[config.mk]
export PLATFORM = sky130hd
export DESIGN_NAME = log_lane_ctrl
export DESIGN_NICKNAME = d
export VERILOG_FILES = /design/src/rtl/log_lane_ctrl_pkg.sv /design/src/rtl/log_mover.sv /design/src/rtl/log_lane_ctrl.sv
export SDC_FILE = /design/constraint.sdc
export NUM_CORES = 1
export LEC_CHECK = 0
export BUFFER_PORTS_ARGS = -buffer_cell sky130_fd_sc_hd__buf_2
export CAP_MARGIN = 20
export CORE_ASPECT_RATIO = 0.8
export CORE_UTILIZATION = 46
export DETAILED_ROUTE_END_ITERATION = 10
export PLACE_DENSITY = 0.68
export SLEW_MARGIN = 20
export SYNTH_ARGS = -nofsm -noshare
export SYNTH_HDL_FRONTEND = slang
export SYNTH_SLANG_ARGS = --single-unit
[constraint.sdc]
create_clock -name Clk -period 3.1 [get_ports Clk]
set_clock_uncertainty 0.1 [all_clocks]
set_input_delay 0.31 -clock Clk [delete_from_list [all_inputs] [get_ports Clk]]
set_output_delay 0.31 -clock Clk [all_outputs]
set_load 0.1 [all_outputs]
[src/rtl/log_lane_ctrl_pkg.sv]
// Shared constants, the log x-position type and the wrap-aware step helper.
// Latency: n/a (declarations only).
// Backpressure: n/a.
package log_lane_ctrl_pkg;

    localparam int LOG_W    = 48;   // sprite width, pixels
    localparam int LOG_H    = 24;   // sprite height, pixels
    localparam int SCREEN_W = 640;  // visible raster width

    // Palette index 0 is never drawn.
    localparam logic [7:0] TRANSPARENT_IDX = 8'd0;

    // Left edge of a log; negative while it slides in/out on the left.
    typedef logic signed [10:0] xpos_t;

    // A log wraps once it is fully off one side: at -47 only its last
    // column is visible at x=0, at 639 only its first column at x=639.
    localparam xpos_t X_WRAP_LO = xpos_t'(-(LOG_W - 1));
    localparam xpos_t X_WRAP_HI = xpos_t'(SCREEN_W - 1);

    // One pixel of movement with wrap-around.
    function automatic xpos_t next_x(input xpos_t x, input logic dir);
        xpos_t r;
        if (dir) begin
            r = (x == X_WRAP_HI) ? X_WRAP_LO : x + 11'sd1;
        end else begin
            r = (x == X_WRAP_LO) ? X_WRAP_HI : x - 11'sd1;
        end
        return r;
    endfunction

endpackage

[src/rtl/log_mover.sv]
// Frame-rate prescaler plus per-log horizontal position registers with wrap.
// Latency: positions update on the clock edge that samples the stepping frame_tick.
// Backpressure: none; frame_tick is a free-running pulse and is never held off.
//
// Ports:
//   Clk, Reset        - clock, synchronous active-high reset
//   frame_tick        - one-cycle pulse per video frame
//   enable            - 1 = prescaler counts and logs move, 0 = everything frozen
//   dir               - 0 = left, 1 = right
//   speed             - frame ticks per pixel step, minus one
//   log_x             - left-edge x of every log (registered)
module log_mover
    import log_lane_ctrl_pkg::*;
#(
    parameter int NUM_LOGS = 3,
    parameter int SPACING  = 224
) (
    input  logic                    Clk,
    input  logic                    Reset,
    input  logic                    frame_tick,
    input  logic                    enable,
    input  logic                    dir,
    input  logic [2:0]              speed,
    output xpos_t [NUM_LOGS-1:0]    log_x
);

    logic [2:0]             presc_q, presc_d;
    xpos_t [NUM_LOGS-1:0]   log_x_q, log_x_d;
    logic                   step;

    always_comb begin
        presc_d = presc_q;
        log_x_d = log_x_q;
        step    = 1'b0;

        if (enable && frame_tick) begin
            // ">=" rather than "==": if speed is lowered below the current
            // count, the next tick still steps instead of counting through 7.
            if (presc_q >= speed) begin
                presc_d = '0;
                step    = 1'b1;
            end else begin
                presc_d = presc_q + 3'd1;
            end
        end

        if (step) begin
            for (int i = 0; i < NUM_LOGS; i++) begin
                log_x_d[i] = next_x(log_x_q[i], dir);
            end
        end
    end

    always_ff @(posedge Clk) begin
        if (Reset) begin
            presc_q <= '0;
            for (int i = 0; i < NUM_LOGS; i++) begin
                log_x_q[i] <= xpos_t'(i * SPACING);
            end
        end else begin
            presc_q <= presc_d;
            log_x_q <= log_x_d;
        end
    end

    assign log_x = log_x_q;

endmodule

[src/rtl/log_lane_ctrl.sv]
// Log lane: moves NUM_LOGS logs and resolves raster pixels against one shared sprite ROM.
// Latency: DrawX/DrawY to pix_valid/pix_index is exactly 2 cycles, one pixel per cycle.
// Backpressure: none; the pipeline never stalls.
//
// Ports:
//   Clk, Reset          - clock, synchronous active-high reset (flushes both stages)
//   frame_tick, enable, dir, speed - motion control, see log_mover
//   DrawX, DrawY        - current raster pixel
//   rom_DX, rom_DY      - registered sprite ROM address (stage 1)
//   rom_data            - combinational ROM palette index for rom_DX/rom_DY
//   pix_valid, pix_index - registered lane pixel result (stage 2)
//   log_x               - left-edge x of every log, for the frog-riding logic
module log_lane_ctrl
    import log_lane_ctrl_pkg::*;
#(
    parameter int NUM_LOGS = 3,
    parameter int LANE_Y   = 96,
    parameter int SPACING  = 224
) (
    input  logic                    Clk,
    input  logic                    Reset,
    input  logic                    frame_tick,
    input  logic                    enable,
    input  logic                    dir,
    input  logic [2:0]              speed,
    input  logic [9:0]              DrawX,
    input  logic [9:0]              DrawY,
    output logic [5:0]              rom_DX,
    output logic [5:0]              rom_DY,
    input  logic [7:0]              rom_data,
    output logic                    pix_valid,
    output logic [7:0]              pix_index,
    output xpos_t [NUM_LOGS-1:0]    log_x
);

    // ------------------------------------------------------------------
    // Motion
    // ------------------------------------------------------------------
    log_mover #(
        .NUM_LOGS (NUM_LOGS),
        .SPACING  (SPACING)
    ) u_mover (
        .Clk        (Clk),
        .Reset      (Reset),
        .frame_tick (frame_tick),
        .enable     (enable),
        .dir        (dir),
        .speed      (speed),
        .log_x      (log_x)
    );

    // ------------------------------------------------------------------
    // Stage 1: hit test and ROM address
    // Uses the registered log_x, so a step landing in the same cycle as a
    // lookup is seen only by the following pixel.
    // ------------------------------------------------------------------
    logic [5:0] rom_DX_q, rom_DX_d;
    logic [5:0] rom_DY_q, rom_DY_d;
    logic       hit1_q,   hit1_d;

    logic [9:0]  dy;
    logic        in_lane_y;
    logic [11:0] dx;

    always_comb begin
        rom_DX_d  = '0;
        rom_DY_d  = '0;
        hit1_d    = 1'b0;
        dx        = '0;

        dy        = DrawY - 10'(LANE_Y);
        in_lane_y = (DrawY >= 10'(LANE_Y)) && (dy < 10'(LOG_H));

        // Walk from the highest index down so the lowest hitting log is the
        // last writer and therefore wins.
        for (int i = NUM_LOGS - 1; i >= 0; i--) begin
            // 12-bit two's complement difference; DrawX is 0..1023 and
            // log_x is -47..639, so the result never overflows. A negative
            // result (bit 11 set) means the pixel is left of the log.
            dx = {2'b00, DrawX} - {log_x[i][10], log_x[i]};
            if (in_lane_y && !dx[11] && (dx < 12'(LOG_W))) begin
                hit1_d   = 1'b1;
                rom_DX_d = dx[5:0];
                rom_DY_d = dy[5:0];
            end
        end
    end

    // ------------------------------------------------------------------
    // Stage 2: ROM result and transparency
    // ------------------------------------------------------------------
    logic       pix_valid_q, pix_valid_d;
    logic [7:0] pix_index_q, pix_index_d;

    always_comb begin
        pix_index_d = rom_data;
        pix_valid_d = hit1_q && (rom_data != TRANSPARENT_IDX);
    end

    always_ff @(posedge Clk) begin
        if (Reset) begin
            rom_DX_q    <= '0;
            rom_DY_q    <= '0;
            hit1_q      <= 1'b0;
            pix_valid_q <= 1'b0;
            pix_index_q <= '0;
        end else begin
            rom_DX_q    <= rom_DX_d;
            rom_DY_q    <= rom_DY_d;
            hit1_q      <= hit1_d;
            pix_valid_q <= pix_valid_d;
            pix_index_q <= pix_index_d;
        end
    end

    assign rom_DX    = rom_DX_q;
    assign rom_DY    = rom_DY_q;
    assign pix_valid = pix_valid_q;
    assign pix_index = pix_index_q;

endmodule

==> results_dict.tcl, run 1 <==
set metrics [dict create \
    routabilityCongestion 0.932 \
    grt.total_usage 0.269 \
    numPortBuffers 89 \
    synth_cell_types 68 \
    cts_root_buf "clkbuf_16" \
    ir_drop_v 0.000235 \
    post_dp_cell_area_mm2 0.00572 \
    fin_cells 915 \
    path_max_fanout 9 \
    core-area_mm2 0.0104 \
    hold_class "in2reg" \
    ys.flop_type "dfxtp_1" \
    drive_gt1_frac 0.223 \
    worst_hold_path.num_cells 2 \
    drt_wl_total_mm 15.5 \
    p_leak_nw 2.54 \
    gr-max-usage-layer "met2" \
    critPathKind "reg2reg" \
    antenna_found_initial 0 \
    reg2reg_depth 10 \
    slowest_stage "or4_4" \
    synth_area_leaders "dfxtp_1 (23%), ha_1 (11%), a21oi_1 (5.8%), nor2_1 (4.8%), o21ai_0 (4.3%)" \
    slew_violations 0 \
    die-area_mm2 0.0114 \
    finalSetupViolations 0 \
    avgSynthCellArea_um2 7.39 \
    drv_cap 0 \
    drt_iter0_drc 573 \
    ys_seq_elements 58 \
    cp_top_family "compound AO/OA/AOI/OAI gates" \
    hpwl_mm 11.4 \
    final_util 0.588 \
    yosysWarnings 0 \
    startpoint_type "flop" \
    cts_hold_buf 0 \
    grt_pass1_wl_mm 24.2 \
    synthArstFlopShare 0 \
    syn_to_final_growth_pct 21.8 \
    syn_inst 682 \
    finalPower_mw 2.48 \
    grt.overflow.total 0 \
    die_w_um 119 \
    min_period_over_period 0.971 \
    antenna_cells 0 \
    synth_edf_count 0 \
    crit_path_cell_trace "inv_1, ha_1, o21a_1, o31ai_4, o31ai_2, a21o_1, a31oi_1, or4_4, or3_1, a31oi_1" \
    place_ws_ns -0.0105 \
    grt_max_degree 47 \
    row_count 33 \
    tightest_slew_ns 0.787 \
    use_met1 0.345 \
    via_count 5560 \
    cp.required_ns 3.26 \
    cts_buffer_depth 2 \
    route.detailed.drc 0 \
    max_stage_delay_ns 0.60 \
    fmax_ghz 0.332 \
    htree_levels 3 \
    arrival_ns 3.17 \
    start_util 0.483 \
    grt_pass1_vias 4950 \
    yosysSeqAreaShare 0.230 \
    synth_top_cell_area_share 0.230 \
    cts.sinks 58 \
    final_cell_area_mm2 0.00614 \
    tritoncts "done" \
    crit_path_end_kind "flop" \
    syn_area_mm2 0.00504 \
    outcome "completed" \
    syn-num-nets 765 \
    path_common_cell "a31oi_1" \
    hold_viol 0 \
    nets 853 \
    cts_made_buffers 9 \
    dr.pass1.iters 5 \
    grtUsageMet2 0.437 \
    path_clk_slew_ns 0.05 \
    viasPerCell 6.08 \
    ioPinCount 90 \
    relSlewSlack 0.475 \
    drtAntennaViolNets 0 \
    fin_ws_ns 0.0884 \
    yosysTopAreaCell "dfxtp_1" \
    insertion_delay_ns 0.34 \
    hold_slack_ns 0.0748 \
    critPathBufInv 1 \
    wire_per_inst_um 16.9 \
    placed_cells 896 \
    grtUsageMet3 0.0676 \
    die_h_um 95.6 \
    cp.depth 10 \
    powerDensity_mw_per_mm2 404 \
    layout_min_cycle_time_ns 3.01 \
    final.setup.tns_ns 0 \
]
power breakdown:
group / internal (mW) / switching [mW] / leakage (nW)
Sequential: 0.759 / 0.0211 / 0.482
Clock: 0.722 / 0.362 / 0.156
Combinational: 0.213 / 0.406 / 1.90
Total: 1.69 / 0.789 / 2.54
layer usage:
layer,vias to the layer above,wire (µm)
li1,2701,-
met1,2576,6800
met2,254,7010
met3,29,1400
met4,0,250
met5,-,0
cells in the mapped netlist, types with 2 or more instances:
cell,number
a2111oi_0,2
a211oi_1,10
a21o_1,6
a21oi_1,58
a221oi_1,4
a22oi_1,7
a311oi_1,7
a31o_2,2
a31oi_1,8
and2_1,8
and3_1,8
buf_1,3
clkbuf_1,29
dfxtp_1,58
fa_1,3
ha_1,44
inv_1,51
mux2i_1,3
nand2_1,36
nand2b_1,7
nand3_1,26
nand3b_1,3
nand4_1,15
nor2_1,64
nor2b_1,17
nor3_1,21
nor4_1,12
nor4b_1,3
o211ai_1,12
o21a_1,14
o21ai_0,43
o21ai_1,4
o221ai_1,2
o22ai_1,8
o31a_1,2
o31ai_1,9
o32ai_1,2
or2_2,3
or3_1,12
or4_1,5
xnor2_1,21
xor2_1,4
cell usage in the layout, fill, tap and decap left out, types with 7 or more instances in the layout:
master | Yosys | layout
buf_2 | 0 | 89
nor2_1 | 64 | 64
a21oi_1 | 58 | 57
inv_1 | 51 | 51
o21ai_0 | 43 | 42
ha_1 | 44 | 41
nand2_1 | 36 | 36
dfxtp_1 | 58 | 32
nand3_1 | 26 | 26
nor3_1 | 21 | 21
xnor2_1 | 21 | 21
buf_4 | 0 | 19
nor2b_1 | 17 | 17
dfxtp_2 | 0 | 17
nand4_1 | 15 | 15
o21a_1 | 14 | 14
or3_1 | 12 | 12
nor4_1 | 12 | 12
o211ai_1 | 12 | 12
a211oi_1 | 10 | 9
clkbuf_16 | 0 | 9
dfxtp_4 | 0 | 9
and3_1 | 8 | 8
o22ai_1 | 8 | 8
and2_1 | 8 | 8
a31oi_1 | 8 | 8
nand2b_1 | 7 | 7
a311oi_1 | 7 | 7
a22oi_1 | 7 | 7
o31ai_1 | 9 | 7
worst reg2reg max path, delay by kind of cell, from the launching register on:
kind | cells | cell delay, ns
compound gates | 6 | 1.08
simple gates | 2 | 0.94
flops | 1 | 0.39
fa+ha+maj | 1 | 0.34
buf+inv | 1 | 0.09
final timing paths:
path,startpoint,slack [ns],endpoint
worst min register to register,hit1_q$_SDFF_PP0_,0.38,pix_valid$_SDFF_PP0_
worst max-delay path,u_mover.log_x[14]$_SDFFE_PP0P_,0.09,rom_DX[1]$_SDFF_PP0_
worst max register to register,u_mover.log_x[14]$_SDFFE_PP0P_,0.09,rom_DX[1]$_SDFF_PP0_
worst min-delay path,DrawY[2],0.07,rom_DY[2]$_SDFF_PP0_
cell families (layout without fill, tap and decap cells):
kind of cell             after synthesis  in the layout  share of synthesized area
AO/OA/AOI/OAI                        216            216                      0.278
XOR/XNOR                              25             25                     0.0434
adder cells (fa/ha/maj)               47             47                      0.121
buffers and inverters                 84            176                     0.0640
flip-flops                            58             58                      0.230
multiplexers                           4              4                    0.00819
other                                  1              1                   0.000744
AND/OR/NAND/NOR                      247            248                      0.254
flip-flops by register name, summed over array words and instances (netlist names):
| register | cells |
|---|---|
| rom_DY | 6 |
| u_mover.log_x | 33 |
| u_mover.presc_q | 3 |
| rom_DX | 6 |
| hit1_q | 1 |
| pix_valid | 1 |
| pix_index | 8 |
layout make-up:
type	instances	area, µm²
multi-input cells	541	3640
repair buffers	109	599
clock inverters	5	77.6
inverters	51	191
fillers	955	4310
flip-flops and latches	58	1220
well taps	140	175
clock buffers	11	243
repair_timing:
| item | 4_1_cts | 5_1_grt |
|---|---|---|
| resized for setup | 0 | 13 |
| buffers inserted | 0 | 1 |
| setup endpoints to repair | 0 | 12 |
| hold endpoints to repair | 0 | 0 |
Power figures use the tool's default switching activity.
==> run 2: changes to the inputs <==
- PLACE_DENSITY: 0.68 -> 0.67
- SYNTH_HIERARCHICAL: unset -> 1
==> run 2 against run 1 <==
  * Global-route usage up 0.28 points
  * Critical path depth rose by 1
  * Sequential share of layout area decreased by 1.8 points
  * Non-clock buffer count rose by 28
  * Design area increased by 10%
  * Critical path type unchanged
  * First-iteration DRC count increased by 0.17%
  * Sequential cell count did not move
  * Die area is 8.8% higher
  * Combinational power is 11% higher
  * Worst hold slack improved by 0.027 ns
==> results_dict.tcl, run 2 <==
set metrics [dict create \
    synthMuxAreaShare 0.0173 \
    ioPinCount 90 \
    dr.pass1.iters 7 \
    grtUsageMet3 0.0512 \
    grt_pass1_vias 5322 \
    max_stage_delay_ns 0.38 \
    final.setup.tns_ns 0 \
    powerDensity_mw_per_mm2 395 \
    power.internal_mw 1.84 \
    cts_hold_buf 0 \
    synth_top_family_by_area "compound AO/OA/AOI/OAI gates" \
    grt.total_usage 0.272 \
    path_max_fanout 11 \
    numPortBuffers 89 \
    yosysSeqAreaShare 0.211 \
    final_common_cell "buf_2" \
    fillers 1077 \
    p_seq_frac 0.292 \
    final_cell_mix "buf_2 (89), inv_1 (63), nor2_1 (49), buf_4 (48), nand2_1 (46)" \
    syn-num-nets 801 \
    synth_top_cell_area_share 0.211 \
    synth_edf_count 0 \
    die_h_um 99.8 \
    crit_path_cell_trace "ha_1, fa_1, nand2b_1, a21o_1, o21a_1, o311a_1, o2111ai_1, a211oi_2, buf_4, or3b_1, a21boi_1" \
    synth_fa_ha_area_frac 0.111 \
    grt_max_degree 38 \
    placed_cells 954 \
    hpwl_mm 12.9 \
    antenna_cells 0 \
    tritoncts "done" \
    multi_input_area_mm2 0.00395 \
    largest_register_ffs 33 \
    relSlewSlack 0.465 \
    p_leak_nw 2.84 \
    switching_share 0.313 \
    syn_area_mm2 0.00550 \
    slew_violations 0 \
    path_clk_slew_ns 0.05 \
    routabilityCongestion 0.923 \
    finalPower_mw 2.68 \
    regArea_mm2 0.00122 \
    drv_cap 0 \
    nets 904 \
    core-area_mm2 0.0116 \
    outcome "completed" \
    power_frac_clock 0.451 \
    insertion_delay_ns 0.34 \
    rsz0062_at_grt "yes" \
    ir_drop_v 0.000320 \
    hold_class "in2reg" \
    drt_iter0_drc 574 \
    critPathBufInv 1 \
    netlist_top_cells_count "inv_1 (63), dfxtp_1 (58), nor2_1 (50), nand2_1 (46), ha_1 (44)" \
    finalSetupViolations 0 \
    startpoint_type "flop" \
    synth_area_leaders "dfxtp_1 (21%), ha_1 (10%), inv_1 (4.3%), nor2_1 (3.4%), a21oi_1 (3.4%)" \
    power.net_switching_mw 0.838 \
    layout_min_cycle_time_ns 3.00 \
    fin_cells 973 \
    start_util 0.475 \
    synth_cell_types 86 \
    row_count 35 \
    drtAntennaViolNets 0 \
    htree_levels 3 \
    hold_viol 0 \
    use_met1 0.368 \
    crit_path_end_kind "flop" \
    synth_compound_area_frac 0.275 \
    grt_pass1_wl_mm 27.2 \
    ys_seq_elements 58 \
    tightest_slew_ns 0.794 \
    arrival_ns 3.17 \
    cts_buffer_depth 2 \
    fmax_ghz 0.333 \
    yosysTopAreaCell "dfxtp_1" \
    drt_wl_total_mm 17.2 \
    grtUsageMet2 0.441 \
    cts.sinks 58 \
    yosysWarnings 6 \
    avgSynthCellArea_um2 7.66 \
    grt.overflow.total 0 \
    antenna_found_initial 0 \
    cts_made_buffers 9 \
    synth_most_common_cell "inv_1" \
    slowest_stage "fa_1" \
    synthSimpleGateAreaFrac 0.265 \
    route.detailed.drc 0 \
    critPathKind "reg2reg" \
    wire_per_inst_um 17.7 \
    cp_top_family "compound AO/OA/AOI/OAI gates" \
    p_comb_frac 0.257 \
    die_w_um 124 \
    cp.required_ns 3.27 \
    synth-xor-area-share 0.0398 \
    drive_gt1_frac 0.269 \
    syn_inst 718 \
    viasPerCell 6.17 \
    cts_root_buf "clkbuf_16" \
    synthArstFlopShare 0 \
    ys.flop_type "dfxtp_1" \
    via_count 6004 \
    min_period_over_period 0.969 \
    gr-max-usage-layer "met2" \
    syn_to_final_growth_pct 23.2 \
    die-area_mm2 0.0124 \
]
-- run 2: cell types whose count changed after synthesis, moves of 7 or more --
cell and change:
a21oi_1 -21, o211ai_1 -9, inv_1 +12, nor3b_1 +8
o22ai_1 -7, nor2_1 -14, nand2_1 +10
-- run 2: cell type report --
| class | count | share of cell area |
|---|---|---|
| multi-input combinational | 551 | 0.584 |
| sequential | 58 | 0.180 |
| timing repair buffer | 137 | 0.119 |
| clock buffer | 14 | 0.0501 |
| inverter | 64 | 0.0355 |
| tap | 148 | 0.0274 |
| clock inverter | 1 | 0.00444 |
-- run 2: worst register-to-register path: cells and delay by family, from the launching register on --
kind	cells	cell delay, ns
compound gates	6	1.17
fa+ha+maj	2	0.58
buf+inv	1	0.20
flops	1	0.35
simple gates	2	0.54
-- run 2: timing repair --
| action | CTS | global route |
|---|---|---|
| cloned | 0 | 0 |
| gates resized for setup | 1 | 14 |
| setup endpoints to repair | 2 | 12 |
| setup buffers | 2 | 2 |
| pin swaps | 1 | 4 |
-- run 2: logic make-up (layout without fill, tap and decap cells) --
logic type               after synthesis  count (layout)
AO/OA/AOI/OAI                        209             209
other                                  1               1
buffers and inverters                109             216
flip-flops                            58              58
adder cells (fa/ha/maj)               47              47
multiplexers                           8               8
XOR/XNOR                              25              25
AND/OR/NAND/NOR                      261             261
-- run 2: final timing paths --
| check | start | endpoint | slack [ns] | depth (start not counted) |
|---|---|---|---|---|
| min reg2reg | hit1_q$_SDFF_PP0_ | pix_valid$_SDFF_PP0_ | 0.33 | 2 |
| min | rom_data[0] | pix_index[0]$_SDFF_PP0_ | 0.10 | 2 |
| max reg2reg | u_mover/log_x[11]$_SDFFE_PP0P_ | rom_DX[1]$_SDFF_PP0_ | 0.1 | 11 |
| max | u_mover/log_x[11]$_SDFFE_PP0P_ | rom_DX[1]$_SDFF_PP0_ | 0.1 | 11 |
-- run 2: power groups by stage --
| stage | Clock, mW | Combinational [mW] | Sequential (mW) |
|---|---|---|---|
| final | 1.21 | 0.687 | 0.782 |
| after global routing | 1.26 | 0.741 | 0.784 |
| after CTS | 1.23 | 0.669 | 0.782 |
| after detailed placement | 0 | 0.663 | 0.798 |
| after global placement | 0 | 0.652 | 0.797 |
| after floorplan | 0 | 0.367 | 0.917 |
-- run 2: per-layer routing --
layer | part of all wire | vias to the layer above
li1 | - | 2868
met1 | 0.44 | 2848
met2 | 0.46 | 263
met3 | 0.083 | 25
met4 | 0.016 | 0
met5 | 0 | -
-- run 2: metrics by stage --
stage,worst slack (ns),hold slack [ns],utilization,area (µm²)
after floorplan,0.00161,0.311,-,5550
after global placement,-0.133,0.329,0.546,6310
after detailed placement,-0.195,0.322,0.546,6310
after CTS,0.0199,0.102,0.579,6700
after global routing,-0.0559,0.102,0.586,6770
final,0.0955,0.102,0.586,6770
==> run 3: changes to the inputs <==
- clock period: 3.1 -> 3.8 ns (I/O delays scaled with it)
==> run 3 against run 2 <==
  * Sequential cell count did not move
  * Via count fell by 1.0%
  * Non-clock buffer count fell by 30
  * Clock-buffer cell count fell by 3
  * Utilization shrank 3.4 points
  * Register-to-register slack gained 0.31 ns
  * Largest cell class unchanged
  * Highest routed layer unchanged
==> results_dict.tcl, run 3 (synthesis results as in run 2) <==
set metrics [dict create \
    outcome "completed" \
    syn_to_final_growth_pct 16.1 \
    cts.sinks 58 \
    cts_made_buffers 9 \
    nets 874 \
    die_w_um 124 \
    critPathKind "reg2reg" \
    hold_viol 0 \
    p_comb_frac 0.255 \
    finalPower_mw 2.04 \
    crit_path_cell_trace "inv_1, ha_1, nor2b_1, o31ai_2, a21oi_1, or4_4, a2111oi_4, or3b_1, a21boi_1" \
    p_seq_frac 0.316 \
    grt.total_usage 0.266 \
    numPortBuffers 89 \
    drt_wl_total_mm 16.8 \
    final_common_cell "buf_2" \
    die-area_mm2 0.0124 \
    drt_iter0_drc 728 \
    route.detailed.drc 0 \
    ioPinCount 90 \
    slowest_stage "dfxtp_1" \
    critPathBufInv 1 \
    place_ws_ns 0.397 \
    layout_min_cycle_time_ns 3.40 \
    r2r-start "u_mover/log_x[23]$_SDFFE_PP0P_" \
    path_clk_slew_ns 0.05 \
    start_util 0.475 \
    routabilityCongestion 0.932 \
    htree_levels 3 \
    cts_hold_buf 0 \
    hold_class "in2reg" \
    p_leak_nw 2.65 \
    path_max_fanout 11 \
    cp_top_family "compound AO/OA/AOI/OAI gates" \
    power.net_switching_mw 0.672 \
    fmax_ghz 0.294 \
    viasPerCell 6.29 \
    cts_root_buf "clkbuf_16" \
    powerDensity_mw_per_mm2 320 \
    grt_max_degree 52 \
    wire_per_inst_um 17.8 \
    drtAntennaViolNets 0 \
    min_period_over_period 0.894 \
    cp.required_ns 3.96 \
    dr.pass1.iters 7 \
    largest_register_ffs 33 \
    power.internal_mw 1.37 \
    crit_path_end_kind "flop" \
    drive_gt1_frac 0.190 \
    die_h_um 99.8 \
    grt_pass1_wl_mm 26.9 \
    insertion_delay_ns 0.34 \
    worstHoldStart "rom_data[2]" \
    hpwl_mm 12.2 \
    finalSetupViolations 0 \
    via_count 5944 \
    relSlewSlack 0.422 \
    max_stage_delay_ns 0.58 \
    grt_pass1_vias 5367 \
    tightest_slew_ns 0.865 \
    rsz0062_at_grt "no" \
    final_cell_mix "buf_2 (89), inv_1 (63), dfxtp_1 (58), nor2_1 (50), nand2_1 (46)" \
    tritoncts "done" \
    ir_drop_v 0.000197 \
    hold_slack_ns 0.175 \
    switching_share 0.329 \
    arrival_ns 3.56 \
    startpoint_type "flop" \
    cts_setup_buffers 0 \
    core-area_mm2 0.0116 \
    fin_ws_ns 0.402 \
    drv_cap 0 \
    slew_violations 0 \
    power_frac_clock 0.429 \
    final_util 0.552 \
    antenna_found_initial 1 \
    cts_buffer_depth 2 \
    cp-startpoint "u_mover/log_x[23]$_SDFFE_PP0P_" \
    row_count 35 \
    grt.overflow.total 0 \
    final.setup.tns_ns 0 \
    cts-resized-gates 0 \
]
-- run 3: cell types whose count changed in the layout (fill, tap and decap cells not counted), sizes merged --
cell / previous run / this run
buf: 137 / 107
clkinv: 1 / 4
clkbuf: 14 / 11
diode: 0 / 1
bufinv: 1 / 2
-- run 3: through the flow --
stage / cells / cell area, µm²
after CTS: 944 / 6380
final: 945 / 6380
after global routing: 944 / 6380
after floorplan: 718 / 5500
after detailed placement: 928 / 6070
after global placement: 928 / 6070
-- run 3: worst reg2reg max path, delay by kind of cell, from the launching register on --
family / cells / cell delay, ns
simple gates: 3 / 1.10
fa+ha+maj: 1 / 0.27
flops: 1 / 0.58
compound gates: 4 / 1.19
buf+inv: 1 / 0.09
-- run 3: final timing paths --
check                            endpoint  slack (ns)  cells past startpoint
setup / recovery     rom_DX[1]$_SDFF_PP0_        0.40                      9
setup reg to reg     rom_DX[1]$_SDFF_PP0_        0.40                      9
hold reg to reg      pix_valid$_SDFF_PP0_        0.33                      2
hold / removal    pix_index[2]$_SDFF_PP0_        0.18                      2
-- run 3: power by group through the flow --
stage          sequential (mW)  combinational [mW]  clock [mW]
2_1_floorplan            0.750               0.300           0
3_3_place_gp             0.657               0.502           0
3_5_place_dp             0.658               0.510           0
4_1_cts                  0.645               0.513       0.891
5_1_grt                  0.647               0.562       0.914
6_report                 0.645               0.521       0.877
-- run 3: layer usage --
| layer | GRT usage | wire length [µm] |
|---|---|---|
| met1 | 0.359 | 7530 |
| met2 | 0.422 | 7510 |
| met3 | 0.0618 | 1460 |
| met4 | 0.0853 | 335 |
| met5 | 0 | 0 |
-- run 3: cell type report --
| type | instances | area [µm²] |
|---|---|---|
| fillers | 1078 | 5180 |
| multi-input cells | 551 | 3900 |
| clock buffers | 11 | 233 |
| clock inverters | 5 | 78.8 |
| flip-flops and latches | 58 | 1160 |
| diodes | 1 | 2.50 |
| repair buffers | 107 | 581 |
| inverters | 64 | 240 |
| well taps | 148 | 185 |
